### src/rtl/enc_pkg.sv
// Shared types, widths and helpers for the streaming 8-to-3 encoder.
package enc_pkg;

  localparam int unsigned VEC_W = 8;
  localparam int unsigned IDX_W = 3;
  localparam int unsigned CNT_W = 4;

  typedef enum logic {
    IDLE  = 1'b0,
    SERVE = 1'b1
  } state_e;

  // Sum of zero-extended bits; CNT_W holds 0..8 without overflow.
  function automatic logic [CNT_W-1:0] popcount(input logic [VEC_W-1:0] v);
    logic [CNT_W-1:0] c;
    c = '0;
    for (int i = 0; i < int'(VEC_W); i++) begin
      c = c + CNT_W'(v[i]);
    end
    return c;
  endfunction

endpackage

### src/rtl/prio_find8.sv
// Combinational priority finder: index of the highest-priority set bit of vec.
module prio_find8
  import enc_pkg::*;
(
  input  logic [VEC_W-1:0] vec,
  input  logic             msb_first,
  output logic [IDX_W-1:0] idx,
  output logic             any_set
);

  // Scan toward the winning end so the last hit seen is the highest priority.
  always_comb begin
    idx     = '0;
    any_set = |vec;
    if (msb_first) begin
      for (int i = 0; i < int'(VEC_W); i++) begin
        if (vec[i]) idx = IDX_W'(i);
      end
    end else begin
      for (int i = int'(VEC_W) - 1; i >= 0; i--) begin
        if (vec[i]) idx = IDX_W'(i);
      end
    end
  end

endmodule

### src/rtl/seq_encoder8to3.sv
// Streaming multi-hot to binary encoder: emits one index per handshake in
// priority order, holding a single request vector at a time.
module seq_encoder8to3
  import enc_pkg::*;
#(
  parameter bit MSB_FIRST = 1'b0
) (
  input  logic             clk,
  input  logic             rst_n,
  input  logic             in_valid,
  input  logic [VEC_W-1:0] in_vec,
  output logic             in_ready,
  output logic             out_valid,
  output logic [IDX_W-1:0] out_idx,
  output logic             out_last,
  input  logic             out_ready,
  output logic [CNT_W-1:0] pending,
  output logic             zero_drop
);

  state_e           state_q, state_d;
  logic [VEC_W-1:0] vec_q, vec_d;
  logic [CNT_W-1:0] pending_q, pending_d;
  logic             in_ready_q, in_ready_d;
  logic             out_valid_q, out_valid_d;
  logic [IDX_W-1:0] out_idx_q, out_idx_d;
  logic             out_last_q, out_last_d;
  logic             zero_drop_q, zero_drop_d;

  logic [IDX_W-1:0] nxt_idx;
  logic             nxt_any;

  // Look ahead on the next held vector so every output leaves a flop.
  prio_find8 u_find (
    .vec       (vec_d),
    .msb_first (MSB_FIRST),
    .idx       (nxt_idx),
    .any_set   (nxt_any)
  );

  always_comb begin
    state_d     = state_q;
    vec_d       = vec_q;
    pending_d   = pending_q;
    zero_drop_d = 1'b0;

    case (state_q)
      IDLE: begin
        if (in_valid) begin
          if (in_vec != '0) begin
            vec_d     = in_vec;
            pending_d = popcount(in_vec);
            state_d   = SERVE;
          end else begin
            zero_drop_d = 1'b1;
          end
        end
      end
      SERVE: begin
        if (out_ready) begin
          vec_d     = vec_q & ~(VEC_W'(1) << out_idx_q);
          pending_d = pending_q - CNT_W'(1);
          if (out_last_q) state_d = IDLE;
        end
      end
      default: state_d = IDLE;
    endcase

    out_valid_d = (state_d == SERVE) && nxt_any;
    out_idx_d   = out_valid_d ? nxt_idx : '0;
    out_last_d  = out_valid_d && (pending_d == CNT_W'(1));
    in_ready_d  = (state_d == IDLE);
  end

  always_ff @(posedge clk) begin
    if (!rst_n) begin
      state_q     <= IDLE;
      vec_q       <= '0;
      pending_q   <= '0;
      in_ready_q  <= 1'b1;
      out_valid_q <= 1'b0;
      out_idx_q   <= '0;
      out_last_q  <= 1'b0;
      zero_drop_q <= 1'b0;
    end else begin
      state_q     <= state_d;
      vec_q       <= vec_d;
      pending_q   <= pending_d;
      in_ready_q  <= in_ready_d;
      out_valid_q <= out_valid_d;
      out_idx_q   <= out_idx_d;
      out_last_q  <= out_last_d;
      zero_drop_q <= zero_drop_d;
    end
  end

  assign in_ready  = in_ready_q;
  assign out_valid = out_valid_q;
  assign out_idx   = out_idx_q;
  assign out_last  = out_last_q;
  assign pending   = pending_q;
  assign zero_drop = zero_drop_q;

endmodule

### config.mk
export PLATFORM = sky130hd
export DESIGN_NAME = seq_encoder8to3
export DESIGN_NICKNAME = d
export VERILOG_FILES = /design/src/rtl/enc_pkg.sv /design/src/rtl/prio_find8.sv /design/src/rtl/seq_encoder8to3.sv
export SDC_FILE = /design/constraint.sdc
export NUM_CORES = 1
export LEC_CHECK = 0
export CELL_PAD_IN_SITES_DETAIL_PLACEMENT = 1
export CELL_PAD_IN_SITES_GLOBAL_PLACEMENT = 2
export CORE_MARGIN = 2
export CORE_UTILIZATION = 29
export DETAILED_ROUTE_END_ITERATION = 10
export PLACE_DENSITY_LB_ADDON = 0.1
export RECOVER_POWER = 25
export SLEW_MARGIN = 15
export SYNTH_ARGS = -nofsm -noshare
export SYNTH_HDL_FRONTEND = slang
export SYNTH_SLANG_ARGS = --single-unit
### constraint.sdc
create_clock -name clk -period 7 [get_ports clk]
set_clock_uncertainty 0.1 [all_clocks]
set_input_delay 1.4 -clock clk [delete_from_list [all_inputs] [get_ports clk]]
set_output_delay 1.4 -clock clk [all_outputs]
set_load 0.01 [all_outputs]
Word-level counts from Yosys, hierarchy flattened
Cells that the tools add are included.
{"block": "op_classes", "n_mux": 21, "reduce_logical": 8, "div": 0, "add_sub_neg": 8, "shift": 1, "order_cmp": 0, "bitwise_logic": 7, "n_mul": 0, "eq_ne": 1}
{"operator": "$mux 8", "n": 3}
{"operator": "$add 4x1->4", "n": 4}
{"operator": "$pmux 8 s2", "n": 1}
{"operator": "$mux 3", "n": 4}
{"operator": "$mux 4", "n": 3}
{"operator": "$and 8x8->8", "n": 1}
{"operator": "$not 8->8", "n": 1}
{"operator": "$pmux 4 s2", "n": 1}
{"operator": "$reduce_bool 8->1", "n": 1}
{"operator": "$reduce_or 8->1", "n": 1}
{"operator": "$shl 1x3->8 const A", "n": 1}
{"operator": "$mux 1", "n": 6}
{"operator": "$reduce_or 3->1", "n": 2}
{"operator": "$reduce_or 6->1", "n": 1}
{"operator": "$not 1->1", "n": 5}
{"operator": "$add 3x1->4", "n": 1}
{"operator": "$eq 4x1->1 const B", "n": 1}
{"operator": "$mux 2", "n": 2}
{"operator": "$reduce_or 4->1", "n": 1}
{"operator": "$sub 4x1->4 const B", "n": 1}
{"operator": "$add 2x1->3", "n": 1}
{"operator": "$add 1x1->2", "n": 1}
{"operator": "$logic_and 1x1->1", "n": 2}
{"operator": "$pmux 1 s2", "n": 1}
{"block": "totals", "register_bits": 20, "elab_cells": 56, "output_inout_bits": 11, "mem_count": 0, "input_bits": 12, "ram_bits": 0, "latchBits": 0, "romBits": 0}

Logic depth before layout (Yosys ltp)
{"block": "depth", "ltp_word": 12, "mapped_depth": 13, "depth_no_buf": 13}

Hierarchy
A second synthesis with hierarchy kept.
{"block": "hier_totals", "hier_cells": 144, "hier_area_um2": 1216.2}
{"module": "seq_encoder8to3", "area_per_inst_um2": 1086.0, "n_inst": 1, "seq_area_each_um2": 400.4, "cells_each": 122}
{"module": "prio_find8", "area_per_inst_um2": 130.1, "n_inst": 1, "seq_area_each_um2": 0.0, "cells_each": 22}

Least setup slack after synthesis
No wires, ideal clock.
{"block": "synth_timing", "path_type": "in2reg", "startpoint": "input port in_vec[0]", "endpoint": "register out_last_q (netlist: out_last)", "arrival_time_ns": 4.105, "setup_slack_ns": 2.723, "stages": 13, "path_buffers": 0, "setup_time_ns": 0.073, "required_time_ns": 6.827, "path_cell_list": "fa_1 inv_1 fa_1 fa_1 inv_1 ha_1 inv_1 fa_1 xor2_1 o22ai_1 nor3b_1 nand3_1 nor3b_2"}
{"block": "synth_via", "elab_chain_cells": 12, "elab_cells_between_ends": 21, "classes_between": "add/sub: 7; eq/ne: 1; mux: 9; reduce/logical: 4"}
{"element": "start, declared", "line_no": "seq_encoder8to3.sv:11", "source": "input logic [VEC_W-1:0] in_vec,"}
{"element": "$add 1x1->2", "line_no": "enc_pkg.sv:18", "source": "c = c + CNT_W'(v[i]);"}
{"element": "$add 2x1->3", "line_no": "enc_pkg.sv:18"}
{"element": "$add 3x1->4", "line_no": "enc_pkg.sv:18"}
{"element": "$add 4x1->4 (4 in a row)", "line_no": "enc_pkg.sv:18"}
{"element": "$mux 4", "line_no": "seq_encoder8to3.sv:50", "source": "if (in_vec != '0) begin"}
{"element": "$mux 4", "line_no": "seq_encoder8to3.sv:49", "source": "if (in_valid) begin"}
{"element": "$pmux 4 s2", "line_no": "seq_encoder8to3.sv:47", "source": "case (state_q)"}
{"element": "$eq 4x1->1", "line_no": "seq_encoder8to3.sv:71", "source": "out_last_d = out_valid_d && (pending_d == CNT_W'(1));"}
{"element": "$logic_and 1x1->1 *", "line_no": "seq_encoder8to3.sv:71"}
{"element": "end signal, assigned", "line_no": "seq_encoder8to3.sv:92", "source": "out_last_q <= out_last_d;"}
{"element": "end, declared", "line_no": "seq_encoder8to3.sv:27", "source": "logic out_last_q, out_last_d;"}
Every way passes the cells marked *; elsewhere a longest branch is shown, timed or not.
A chain may end at the register's enable or synchronous reset.

Worst setup path in the final report
{"block": "layout_timing", "startpoint": "input port in_vec[3]", "endpoint": "register out_last_q (netlist: out_last)"}
{"block": "layout_via", "elab_chain_cells": 10, "elab_cells_between_ends": 19, "classes_between": "add/sub: 5; eq/ne: 1; mux: 9; reduce/logical: 4"}
{"element": "$add 3x1->4", "line_no": "enc_pkg.sv:18"}
{"element": "$add 4x1->4 (4 in a row)", "line_no": "enc_pkg.sv:18"}
{"element": "$mux 4", "line_no": "seq_encoder8to3.sv:50"}
{"element": "$mux 4", "line_no": "seq_encoder8to3.sv:49"}
{"element": "$pmux 4 s2", "line_no": "seq_encoder8to3.sv:47"}
{"element": "$eq 4x1->1", "line_no": "seq_encoder8to3.sv:71"}
{"element": "$logic_and 1x1->1 *", "line_no": "seq_encoder8to3.sv:71"}
Marks and branches as above.

==> impl_metrics.csv <==
group,metric,value,unit
worst_setup_path,crit_path_start_kind,"input port",
pwr,p_clk_share,28.0,%
synth,ys_async_sr_fraction,0,%
synth,ys_ff_latch,20,
route,drtIter0Drc,21,
clock_tree,cts_buffer_depth,2,
route,ant_nets,0,
clock_tree,clock-sinks,20,
pwr,switchingPower,0.104,mW
worst_setup_path,crit_arrival,4.82,ns
pwr,pwr-share-comb,31.1,%
final_layout,postLayoutCoreUtil,38.4,%
timing,fin_hold_ws,0.453,ns
final_layout,layout_common_cells,"20 x dfxtp_1, 16 x inv_1, 15 x clkdlybuf4s50_1, 9 x nand2_1, 9 x and2_1",
hold_path,hold_path_class,"flip-flop to flip-flop",
worst_setup_path,crit_chain,"clkdlybuf4s50_1 > fa_1 > inv_1 > fa_1 > fa_1 > inv_1 > ha_1 > inv_1 > fa_1 > xor2_1 > o22ai_1 > nor3b_1 > nand3_1 > nor3b_2",
die,core_area,4000,µm²
grt,gr-usage-all-layers,16.7,%
worst_setup_path,cp_max_fo,4,
route,drc_errors,0,
final_layout,regArea,400,µm²
clock_tree,clock_tree.root_cell,"clkbuf_8",
clock_tree,cts_inserted_buffers,3,
timing,max_freq,212,MHz
flow_run,maxCapViolCount,0,
route,first_pass_iters,4,
clock_tree,htree_num_levels,1,
final_layout,final_common_cell,"dfxtp_1",
worst_setup_path,crit_path_end_kind,"flip-flop",
placed_design,dpl.hpwl,2.65,mm
clock_tree,path_clk_slew,0.08,ns
timing,hold_viol,0,
worst_setup_path,path_class,"input port to flip-flop",
clock_tree,cts_resized,0,
final_layout,fillCellCount,464,
grt,grt_pass1_wl,5.67,mm
timing,report.final.slew_viol_count,0,
grt,first_global_vias,1123,
timing,grt_setup_unrepaired,"no",
timing,fin_crit,4.72,ns
route,vias_per_cell,5.08,
synth,synth_edf_count,0,
pwr,p_leak,0.648,nW
die,io_pins,23,
synth,synth_flop_cell,"dfxtp_1",
grt,antenna_found_initial,0,
final_layout,diodes,0,
worst_setup_path,cp_top_family,"adder cells",
timing,setup_tns,0,ns
final_layout,final_area,1540,µm²
worst_setup_path,cpMaxStageDelayCell,"fa_1",
synth,yosysUniqueCellTypes,50,
timing,max-slew-margin-rel,53.5,%
placed_design,place_area,1480,µm²
synth,synthCells,131,
die,start_util,30.2,%
pwr,p_per_area,213,nW/µm²
die,die_width,68.6,µm
synth,postSynthAreaPerCell,9.23,µm²
timing,finalWorstSetupSlack,2.28,ns
die,std_cell_rows,23,
worst_setup_path,critPathMostFrequentCell,"fa_1",
synth,syn_area,1210,µm²
worst_setup_path,critPathRequiredTime,7.10,ns
clock_tree,insertion_delay,0.26,ns
synth,ys_warn_count,0,
synth,synth.net_count,152,
final_layout,nNetsFinal,177,
final_layout,area_growth,27.0,%
pwr,vdd_ir_drop_max,0.101,mV
outcome,status,"finished, final reports clean",
pwr,internal-power,0.223,mW
worst_setup_path,cp_num_buf_inv,4,
timing,setup_violations,0,
worst_setup_path,slowest_delay,0.53,ns
die,die_area,4700,µm²
clock_tree,post-cts-setup-buffers,0,
final_layout,multi_input_area,737,µm²
synth,ys_seq_area_share,33.1,%
clock_tree,cts_tree,"done",
timing,worst_pin_slew,0.697,ns
grt,overflow,0,
grt,grt_max_degree,15,
die,die_h,68.6,µm
route,drt-total-wl,3.42,mm
final_layout,drive_above_1_share,11.0,%
placed_design,gp_congestion,0.742,
route,wl_per_cell,16.7,µm
timing,fin_crit_sh,67.5,%
placed_design,place_ws,1.99,ns
pwr,power_frac_seq,40.9,%
pwr,sw_frac_of_total,31.9,%
route,dr_total_vias,1041,
clock_tree,hold_buffers,0,
placed_design,io_buffers,22,
kinds of logic after synthesis:
kind of cell | count (synthesis) | synth area share [%]
compound gates | 28 | 19.2
xor+xnor | 3 | 2.17
fa+ha+maj | 9 | 11.8
buf+inv | 18 | 5.90
flops | 20 | 33.1
mux | 1 | 1.24
simple gates | 52 | 26.6
layout make-up:
class | instances | share of cell area (%)
clock buffers | 4 | 3.59
inverters | 16 | 3.91
multi-input cells | 93 | 48.0
flip-flops and latches | 20 | 26.1
well taps | 50 | 4.07
repair buffers | 22 | 14.3
state kept, by name (all words and copies together), names as in the netlist:
signal	cells
vec_q	8
state_q	1
out_idx	3
zero_drop	1
out_last	1
in_ready	1
out_valid	1
pending	4
through the flow:
| stage | cells | power [mW] |
|---|---|---|
| 6_report | 205 | 0.327 |
| 5_1_grt | 205 | 0.353 |
| 4_1_cts | 205 | 0.335 |
| 3_5_place_dp | 201 | 0.241 |
| 3_3_place_gp | 201 | 0.239 |
| 2_1_floorplan | 131 | 0.199 |
power groups by stage:
stage	logic (mW)	clock network, mW	registers, mW
detailed placement	0.105	0	0.137
global route	0.116	0.101	0.136
floorplan	0.0623	0	0.137
global placement	0.103	0	0.137
CTS	0.105	0.0954	0.134
finish	0.102	0.0917	0.134
per-layer routing:
metal  wire length [µm]  vias to the layer above  track usage [%]
li1                   -                      508                -
met1               1680                      508             23.0
met2               1580                       19             26.7
met3                106                        6             3.08
met4                 48                        0             5.00
met5                  0                        -                0
synthesized netlist by cell type, types with 2 or more instances:
cell	count	area share, %
xor2_1	3	2.2
nand2_2	2	1.0
nor3_1	2	0.83
fa_1	4	6.6
nand2_1	9	2.8
nand3_1	6	2.5
and3_1	2	1.0
o21a_1	2	1.2
a32o_1	2	1.7
inv_1	16	5.0
dfxtp_1	20	33
o21ai_0	3	1.2
and2_1	9	4.7
a32o_2	2	1.9
o21ai_1	2	0.83
o22ai_1	2	1.0
nor2b_1	4	2.1
ha_1	5	5.2
nor2_1	3	0.93
o31ai_1	2	1.2
nor4b_1	2	1.4
tightest hold or removal path, delay by kind of cell (launching register included):
kind,cells,cell delay [ns]
AOI/OAI and AO/OA,1,0.07
and+or+nand+nor,1,0.09
DFF,1,0.34
final timing paths:
path | slack, ns | from | cells after the start | endpoint
min reg2reg | 0.45 | pending[3] | 2 | pending[3]
max | 2.28 | in_vec[3] | 14 | out_last
max reg2reg | 4.22 | state_q | 6 | out_valid
min | 0.45 | pending[3] | 2 | pending[3]
(Power assumes the default switching activity.)
